==> config.mk <==
export PLATFORM = sky130hd
export DESIGN_NAME = fetch_unit
export DESIGN_NICKNAME = d
export VERILOG_FILES = /design/src/rtl/fetch_unit.sv
export SDC_FILE = /design/constraint.sdc
export NUM_CORES = 1
export LEC_CHECK = 0
export CAP_MARGIN = 20
export CORE_ASPECT_RATIO = 1.75
export CORE_MARGIN = 10
export CORE_UTILIZATION = 42
export DETAILED_ROUTE_END_ITERATION = 12
export PLACE_DENSITY = 0.81
export SYNTH_ARGS = -nofsm -noshare
export SYNTH_HDL_FRONTEND = slang
export SYNTH_SLANG_ARGS = --single-unit
==> constraint.sdc <==
create_clock -name clk -period 6 [get_ports clk]
set_input_delay 0.6 -clock clk [delete_from_list [all_inputs] [get_ports clk]]
set_output_delay 0.6 -clock clk [all_outputs]
set_load 0.02 [all_outputs]
==> src/rtl/fetch_unit.sv <==
// Instruction fetch sequencer: owns the fetch PC, drives the combinational ROM,
// buffers fetched words in a small FIFO and hands them to decode via valid/ready.
module fetch_unit #(
  parameter logic [31:0] RESET_PC    = 32'h0000_0000,
  parameter int          QUEUE_DEPTH = 2,
  parameter int          ADDR_BITS   = 7
) (
  input  logic        clk,
  input  logic        rst_n,
  output logic [31:0] imem_addr,
  input  logic [31:0] imem_data,
  input  logic        redirect_valid,
  input  logic [31:0] redirect_pc,
  input  logic        halt_req,
  output logic        out_valid,
  input  logic        out_ready,
  output logic [31:0] out_instr,
  output logic [31:0] out_pc,
  output logic        halted
);

  localparam int          PTR_W   = (QUEUE_DEPTH > 1) ? $clog2(QUEUE_DEPTH) : 1;
  localparam int          CNT_W   = PTR_W + 1;
  localparam logic [31:0] PC_MASK = ((32'd1 << ADDR_BITS) - 32'd1) & ~32'd3;

  typedef enum logic {
    ST_RUN    = 1'b0,
    ST_HALTED = 1'b1
  } state_e;

  // Keep only the word-aligned bits the ROM decodes; this also gives modulo wrap.
  function automatic logic [31:0] norm_pc(input logic [31:0] pc);
    return pc & PC_MASK;
  endfunction

  state_e             state_q, state_d;
  logic [31:0]        pc_q, pc_d;
  logic [PTR_W-1:0]   head_q, head_d;
  logic [PTR_W-1:0]   tail_q, tail_d;
  logic [CNT_W-1:0]   count_q, count_d;

  logic [31:0]        pc_mem    [QUEUE_DEPTH];
  logic [31:0]        instr_mem [QUEUE_DEPTH];

  logic               deq;
  logic               push;
  logic               has_room;

  assign imem_addr = pc_q;
  assign out_valid = (count_q != '0);
  assign deq       = out_valid & out_ready;
  assign has_room  = (count_q < CNT_W'(QUEUE_DEPTH)) | deq;
  assign push      = (state_q == ST_RUN) & ~halt_req & ~redirect_valid & has_room;

  // Head is gated so the outputs read zero whenever the queue is empty.
  assign out_instr = out_valid ? instr_mem[head_q] : 32'd0;
  assign out_pc    = out_valid ? pc_mem[head_q]    : 32'd0;

  always_ff @(posedge clk or negedge rst_n) begin
    if (!rst_n) begin
      state_q <= ST_RUN;
      pc_q    <= norm_pc(RESET_PC);
      head_q  <= '0;
      tail_q  <= '0;
      count_q <= '0;
    end else begin
      state_q <= state_d;
      pc_q    <= pc_d;
      head_q  <= head_d;
      tail_q  <= tail_d;
      count_q <= count_d;
    end
  end

  always_ff @(posedge clk) begin
    if (push) begin
      pc_mem[tail_q]    <= pc_q;
      instr_mem[tail_q] <= imem_data;
    end
  end

  always_comb begin
    state_d = state_q;
    pc_d    = pc_q;
    head_d  = head_q;
    tail_d  = tail_q;
    count_d = count_q;
    halted  = (state_q == ST_HALTED);

    if (redirect_valid) begin
      // Flush wins over everything, including a handshake in the same cycle.
      pc_d    = norm_pc(redirect_pc);
      head_d  = '0;
      tail_d  = '0;
      count_d = '0;
      state_d = halt_req ? ST_HALTED : ST_RUN;
    end else begin
      if ((state_q == ST_RUN) && halt_req) begin
        state_d = ST_HALTED;
      end

      if (push) begin
        pc_d   = norm_pc(pc_q + 32'd4);
        tail_d = tail_q + PTR_W'(1);
      end
      if (deq) begin
        head_d = head_q + PTR_W'(1);
      end

      unique case ({push, deq})
        2'b10:   count_d = count_q + CNT_W'(1);
        2'b01:   count_d = count_q - CNT_W'(1);
        default: count_d = count_q;
      endcase
    end
  end

endmodule

==> results of run 1 <==
-- layout by cell type (no fill, tap or decap), types with 3 or more instances in the layout --
cell type,netlist,layout
nand2_1,6,6
clkinv_1,0,3
nor3_1,4,3
clkbuf_16,0,9
a21oi_1,3,3
edfxtp_1,74,74
nor2_1,41,40
conb_1,1,54
clkbuf_1,4,3
xor2_1,4,4
o21ai_0,3,3
clkdlybuf4s50_1,0,85
mux2i_1,39,39
dfrtp_1,10,9
-- cell type report --
type                            count  area, um2  area share [%]
Clock inverter                      4       16.3           0.340
Inverter                            2       7.51           0.157
Timing Repair Buffer               89        897            18.8
Tap cell                          117        146            3.06
Sequential cell                    84       2470            51.7
Clock buffer                       12        236            4.95
Multi-Input combinational cell    170       1000            21.0
-- worst max-delay path: stages (launching register included) --
cell,delay (ps)
dfrtp_1,450
nor2_4,720
inv_1,180
clkdlybuf4s50_1,600
-- routing by layer --
metal	track usage, %	share of wire, %	vias up
li1	-	-	1003
met1	10.1	32	1021
met2	21.8	56	100
met3	5.62	10	12
met4	6.05	2.5	0
met5	0	0	-
-- final timing paths --
path	startpoint	endpoint	slack, ps
setup / recovery	count_q[1]	out_valid	3120
hold / removal	imem_addr[6]	pc_mem[0][6]	520
setup reg to reg	halted	instr_mem[0][1]	3530
hold reg to reg	imem_addr[6]	pc_mem[0][6]	520
max in group asynchronous	rst_n	head_q	5040
min in group asynchronous	rst_n	halted	610
-- state kept, by name, summed over array words and instances (netlist names) --
name       cells
instr_mem     64
pc_mem        10
imem_addr      5
count_q        2
halted         1
head_q         1
tail_q         1
-- per-stage QoR --
stage                     cells  total power (W)  setup WS [ps]  cell area, um2  utilization [%]
after floorplan             321         0.000789           1450            3930                -
final                       478          0.00129           3120            4780             55.2
after CTS                   477          0.00130           2870            4760             54.9
after detailed placement    461         0.000831           2810            4510             52.0
after global routing        478          0.00134           2960            4780             55.2
after global placement      460         0.000826           2460            4500             51.9
-- power groups by stage --
stage | sequential (W) | clock, W | combinational [W]
6_report | 0.000666 | 0.000468 | 0.000155
5_1_grt | 0.000668 | 0.000505 | 0.000167
4_1_cts | 0.000669 | 0.000482 | 0.000151
3_5_place_dp | 0.000681 | 0 | 0.000150
3_3_place_gp | 0.000680 | 0 | 0.000146
2_1_floorplan | 0.000679 | 0 | 0.000110
-- kinds of logic after synthesis --
kind of cell	after synthesis	share of synthesized area, %
XOR/XNOR	6	1.61
AND/OR/NAND/NOR	59	6.60
other	1	0.100
buffers and inverters	67	12.7
AO/OA/AOI/OAI	9	1.41
multiplexers	41	11.1
flip-flops	84	66.2
adder cells (fa/ha/maj)	1	0.335
==> flow_summary.yaml, run 1 <==
synthesis:
  synth_area_um2: 3730
  synth_cells: 268
  syn_avg_cell_area_um2: 13.9
  synth_area_leaders: "edfxtp_1 (60%), buf_4 (11%), mux2i_1 (10%)"
  synth_top_flop_cell: "edfxtp_1"
  ys_ff_latch: 84
  synth-edff-count: 74
  synthDistinctLibCells: 27
  yosysWarnings: 0
  synth_commonest_cells: "edfxtp_1 (74), buf_4 (54), nor2_1 (41)"
  yosys.area.top_type_share_pct: 59.5
  ys_seq_area_share_pct: 66.2
  yosysMostFrequentCell: "edfxtp_1"
  synthArstFlopShare_pct: 11.9
  synth_top_area_cell: "edfxtp_1"
sta:
  finalHoldViolCount: 0
  setup_viol: 0
  relSlewSlack_pct: 39.0
  fmax_ghz: 0.347
  slew_viol_final: 0
  worst_pin_slew_ps: 912
  fin_worst_skew_ps: 5.29
  period_needed_ps: 2880
  grt_setup_unrepaired: "false"
  hold-worst-slack_ps: 517
  finalSetupTns_ps: 0
  fin_crit_sh_pct: 48.0
detailed_routing:
  drc: 0
  vias: 2136
  via_per_inst: 4.47
  drtAntennaViolNets: 0
  drtIter0Drc: 104
  dr.pass1.iters: 6
  avgRoutedWirePerCell_um: 16.4
  wl_um: 7850
global_route:
  overflow: 0
  grt_pass1_wl_um: 12000
  grt_pass1_vias: 2341
  grt_max_degree: 39
  grt_usage_pct: 11.7
  antenna_found_initial: 0
pwr:
  pwr-share-clk_pct: 36.3
  p_sw_w: 0.000294
  combPwrFrac_pct: 12.0
  seqPwrFrac_pct: 51.7
  sw_frac_of_total_pct: 22.8
  power.density_nw_per_um2: 270
  p_leak_nw: 1.69
  p_int_w: 0.000994
  ir_drop_v: 0.000174
outcome:
  outcome: "complete, no violations"
min_path:
  hold_class: "reg2reg"
  holdPathStages: 0
final_layout:
  nets: 426
  area_growth_pct: 28.1
  drive_above_1_share_pct: 6.37
  antenna_cells: 0
  nFillCells: 719
placement:
  place.gp.congestion: 0.694
  portBuffers: 85
  dp_hpwl_um: 5720
clocking:
  clk_pin_slew_ps: 60
  clkLatencyLatePin_ps: 330
  cts_hold_buf: 0
  root_buffer: "clkbuf_16"
  htreeDepth: 3
  cts_max_path_buffers: 2
  post_cts_buffers: 0
  post_cts_resized: 0
  cts_made_buffers: 9
  tritoncts: "done"
  cts.sinks: 84
floorplan:
  rows: 45
  coreArea_um2: 8670
  die_w_um: 91.3
  initial_core_util_pct: 43.1
  die_area_um2: 13200
  die_h_um: 145
  num_io_pins: 167
critical_path:
  crit_required_ps: 5400
  cp.arrival_ps: 2280
  end_kind: "output port"
  critical_path_class: "reg2out"
  cp-start-kind: "flip-flop"
  worstPathMaxFanout: 38
  rr_worst_depth: 4
run:
  drv_cap: 0
(Power assumes the default switching activity.)
==> run 2: changes to the inputs <==
--- a/config.mk
+++ b/config.mk
@@ -8,9 +8,9 @@
 export CAP_MARGIN = 20
 export CORE_ASPECT_RATIO = 1.75
 export CORE_MARGIN = 10
-export CORE_UTILIZATION = 42
+export CORE_UTILIZATION = 38
 export DETAILED_ROUTE_END_ITERATION = 12
-export PLACE_DENSITY = 0.81
+export PLACE_DENSITY = 0.77
 export SYNTH_ARGS = -nofsm -noshare
 export SYNTH_HDL_FRONTEND = slang
 export SYNTH_SLANG_ARGS = --single-unit
==> constraint.sdc (replaced) <==
create_clock -name clk -period 2.4 [get_ports clk]
set_input_delay 0.24 -clock clk [delete_from_list [all_inputs] [get_ports clk]]
set_output_delay 0.24 -clock clk [all_outputs]
set_load 0.02 [all_outputs]
==> flow_summary.yaml, run 2 (synthesis results as in run 1) <==
run:
  drv_cap: 0
detailed_routing:
  wl_um: 7860
  drc: 0
  via_per_inst: 4.41
  avgRoutedWirePerCell_um: 16.2
  drtAntennaViolNets: 0
  vias: 2144
  dr.pass1.iters: 4
  drtIter0Drc: 83
critical_path:
  worstPathMaxFanout: 15
  crit_required_ps: 2160
  cp.arrival_ps: 2030
  critPathMaxStageDelay_ps: 640
  crit_chain: "buf_12 -> mux2i_1 -> nor2_1 -> clkdlybuf4s50_1"
  critical_path_class: "reg2out"
  crit_family: "buffers and inverters"
  cp_slowest_cell: "clkdlybuf4s50_1"
  cp-start-kind: "flip-flop"
  cp_num_buf_inv: 2
  end_kind: "output port"
placement:
  dp_hpwl_um: 5910
  post-place-ws_ps: 201
  dpl-instance-area_um2: 4620
  portBuffers: 85
  place.gp.congestion: 0.735
final_layout:
  drive_above_1_share_pct: 8.24
  area_growth_pct: 31.3
  mostFrequentLayoutCells: "clkdlybuf4s50_1 (85), edfxtp_1 (74), conb_1 (54)"
  largest_reg_flops: 64
  post-route-util_pct: 51.5
  stdcell_area_um2: 4900
  nets: 429
  antenna_cells: 0
  layout_commonest_cell: "clkdlybuf4s50_1"
  regMostFlops: "instr_mem"
sta:
  fin_ws_ps: 130
  grt_setup_unrepaired: "false"
  fin_worst_skew_ps: 8.24
  finalHoldViolCount: 0
  setup_viol: 0
  period_needed_ps: 2270
  fmax_ghz: 0.440
  fin_crit_sh_pct: 94.6
  slew_viol_final: 0
floorplan:
  die_h_um: 151
  initial_core_util_pct: 39.2
  die_area_um2: 14300
  rows: 47
  coreArea_um2: 9530
  die_w_um: 94.9
  num_io_pins: 167
clocking:
  tritoncts: "done"
  post_cts_buffers: 0
  post_cts_resized: 0
  clkLatencyLatePin_ps: 330
  htreeDepth: 3
  cts_hold_buf: 0
  cts.sinks: 84
  cts_made_buffers: 9
  root_buffer: "clkbuf_16"
  clk_pin_slew_ps: 60
  cts_max_path_buffers: 2
pwr:
  ir_drop_v: 0.000420
  power.density_nw_per_um2: 686
  p_leak_nw: 1.73
  total_power_w: 0.00336
min_path:
  hold_class: "in2async"
global_route:
  grt_pass1_vias: 2115
  grt_max_degree: 38
  grt_pass1_wl_um: 11100
  grt_usage_pct: 10.4
  overflow: 0
  antenna_found_initial: 0
outcome:
  outcome: "complete, no violations"
run 2: worst reg2reg max path, stage by stage (launching register included):
cell and delay (ps):
dfrtp_1 460, nor2b_1 210, or2_1 380, nor3b_4 260
buf_12 250
run 2: final cells by class:
class | instances | area (um2)
fillers | 857 | 4620
flip-flops and latches | 84 | 2470
multi-input cells | 170 | 1020
repair buffers | 92 | 966
clock buffers | 10 | 229
well taps | 122 | 153
clock inverters | 6 | 55.1
inverters | 2 | 7.51
run 2: path summary, 6_finish.rpt:
kind	start	to	slack, ps	cells past startpoint
worst min register to register	halted	halted	530	1
worst max-delay path	head_q	out_pc[5]	130	4
worst max register to register	count_q[1]	instr_mem[1][21]	500	4
worst min-delay path	rst_n	count_q[0]	240	1
max in group asynchronous	rst_n	head_q	1800	1
min in group clk	redirect_pc[3]	imem_addr[3]	450	3
run 2: metrics by stage:
step | TNS (ps) | std cells | hold slack [ps]
2_1_floorplan | -9240 | 321 | -55.6
3_3_place_gp | 0 | 470 | 501
3_5_place_dp | 0 | 470 | 515
4_1_cts | 0 | 486 | 234
5_1_grt | 0 | 486 | 260
6_report | 0 | 486 | 240
run 2: report_power, final:
part           switching, W  total, W  leakage, nW  internal [W]
clock              0.000501   0.00130        0.137      0.000794
sequential        0.0000308   0.00166        0.793       0.00163
combinational      0.000228  0.000402        0.803      0.000174
total              0.000761   0.00336         1.73       0.00260
run 2: per-layer routing:
layer / global-route usage, % / vias to the layer above / part of all wire, %
met1: 9.85 / 1013 / 33
li1: - / 1009 / -
met3: 2.87 / 15 / 11
met4: 6.24 / 0 / 3.0
met5: 0 / - / 0
met2: 19.0 / 107 / 54
==> run 3: changes to the inputs <==
--- a/config.mk
+++ b/config.mk
@@ -7,7 +7,7 @@
 export LEC_CHECK = 0
 export CAP_MARGIN = 20
 export CORE_ASPECT_RATIO = 1.75
-export CORE_MARGIN = 10
+export CORE_MARGIN = 8
 export CORE_UTILIZATION = 38
 export DETAILED_ROUTE_END_ITERATION = 12
 export PLACE_DENSITY = 0.77
==> flow_summary.yaml, run 3 (synthesis results as in run 1) <==
pwr:
  power.density_nw_per_um2: 675
  pwr-share-clk_pct: 37.5
  seqPwrFrac_pct: 50.2
  total_power_w: 0.00331
  p_leak_nw: 1.74
  combPwrFrac_pct: 12.3
  p_sw_w: 0.000748
  sw_frac_of_total_pct: 22.6
  p_int_w: 0.00256
  ir_drop_v: 0.000416
global_route:
  grt_pass1_wl_um: 11900
  antenna_found_initial: 0
  grt_usage_pct: 11.4
  grt_max_degree: 25
  grt_pass1_vias: 2335
  overflow: 0
detailed_routing:
  vias: 2176
  avgRoutedWirePerCell_um: 15.6
  drtAntennaViolNets: 0
  wl_um: 7690
  drc: 0
  via_per_inst: 4.41
  dr.pass1.iters: 4
  drtIter0Drc: 114
clocking:
  cts_max_path_buffers: 2
  cts_hold_buf: 0
  tritoncts: "done"
  cts_made_buffers: 9
  htreeDepth: 3
  cts.sinks: 84
  root_buffer: "clkbuf_16"
  clk_pin_slew_ps: 60
  post_cts_resized: 0
  post_cts_buffers: 0
  clkLatencyLatePin_ps: 320
final_layout:
  layout_commonest_cell: "clkdlybuf4s50_1"
  mostFrequentLayoutCells: "clkdlybuf4s50_1 (85), edfxtp_1 (74), conb_1 (54)"
  drive_above_1_share_pct: 8.97
  post-route-util_pct: 50.4
  largest_reg_flops: 64
  area_growth_pct: 31.2
  regMostFlops: "instr_mem"
  nets: 433
  antenna_cells: 0
sta:
  hold-worst-slack_ps: 246
  finalSetupTns_ps: 0
  finalHoldViolCount: 0
  fin_crit_sh_pct: 88.2
  fin_ws_ps: 284
  grt_setup_unrepaired: "false"
  fin_worst_skew_ps: 4.88
  slew_viol_final: 0
  fmax_ghz: 0.473
  setup_viol: 0
  period_needed_ps: 2120
critical_path:
  crit_required_ps: 2160
  regToRegSetupSlack_ps: 570
  worstPathMaxFanout: 14
  cp-start-kind: "flip-flop"
  cp.arrival_ps: 1880
  r2r-start: "count_q[1]"
  r2r_end: "instr_mem[1][27]"
  rr_worst_depth: 4
  critical_path_class: "reg2out"
  end_kind: "output port"
placement:
  portBuffers: 85
  place.gp.congestion: 0.772
  dp_hpwl_um: 5600
  post-place-ws_ps: 260
floorplan:
  coreArea_um2: 9730
  rows: 48
  die_h_um: 147
  initial_core_util_pct: 38.4
  die_w_um: 90.9
  num_io_pins: 167
  die_area_um2: 13400
outcome:
  outcome: "complete, no violations"
min_path:
  hold_class: "in2async"
run:
  drv_cap: 0
[run 3: changes by cell type in the layout (fill, tap and decap cells not counted)]
cell / before / now
clkbuf_1: 1 / 3
clkbuf_8: 0 / 2
clkinv_1: 2 / 1
buf_4: 2 / 8
clkinvlp_4: 1 / 0
clkinv_2: 2 / 1
buf_12: 5 / 3
bufinv_16: 1 / 0
[run 3: power by group through the flow]
| stage | sequential (W) | clock (W) | combinational, W |
|---|---|---|---|
| after floorplan | 0.00170 | 0 | 0.000278 |
| after global placement | 0.00169 | 0 | 0.000397 |
| after detailed placement | 0.00169 | 0 | 0.000405 |
| after CTS | 0.00166 | 0.00127 | 0.000406 |
| after global routing | 0.00166 | 0.00134 | 0.000438 |
| final | 0.00166 | 0.00124 | 0.000406 |
[run 3: per-layer routing]
metal / GRT usage [%] / vias up / part of all wire [%]
met5: 0 / - / 0
met4: 6.60 / 0 / 2.8
met3: 5.11 / 11 / 9.4
met2: 20.2 / 106 / 54
met1: 10.5 / 1045 / 34
li1: - / 1014 / -
[run 3: metrics by stage]
| step | instance area, um2 | std cells |
|---|---|---|
| floorplan | 3960 | 321 |
| global placement | 4630 | 477 |
| detailed placement | 4630 | 477 |
| CTS | 4900 | 493 |
| global route | 4900 | 493 |
| finish | 4900 | 493 |
[run 3: layout make-up]
type | count | area, um2
Fill cell | 847 | 4830
Clock inverter | 2 | 8.76
Multi-Input combinational cell | 170 | 1020
Clock buffer | 14 | 264
Tap cell | 125 | 156
Inverter | 2 | 7.51
Timing Repair Buffer | 96 | 971
Sequential cell | 84 | 2470
[run 3: worst max path at each step]
stage | from | to | slack, ps | cells after the start
final | head_q | out_pc[5] | 280 | 4
after global routing | count_q[1] | out_valid | 200 | 4
after global placement | halt_req | instr_mem[1][26] | 310 | 5
after detailed placement | halt_req | instr_mem[1][6] | 260 | 5
after floorplan | halted | instr_mem[1][0] | -180 | 5
after CTS | head_q | out_pc[5] | 270 | 4
[run 3: worst max-delay path, stage by stage (launching register included)]
cell and delay, ps:
dfrtp_2 420, buf_4 220, mux2i_1 140, nor2_1 140, clkdlybuf4s50_1 630
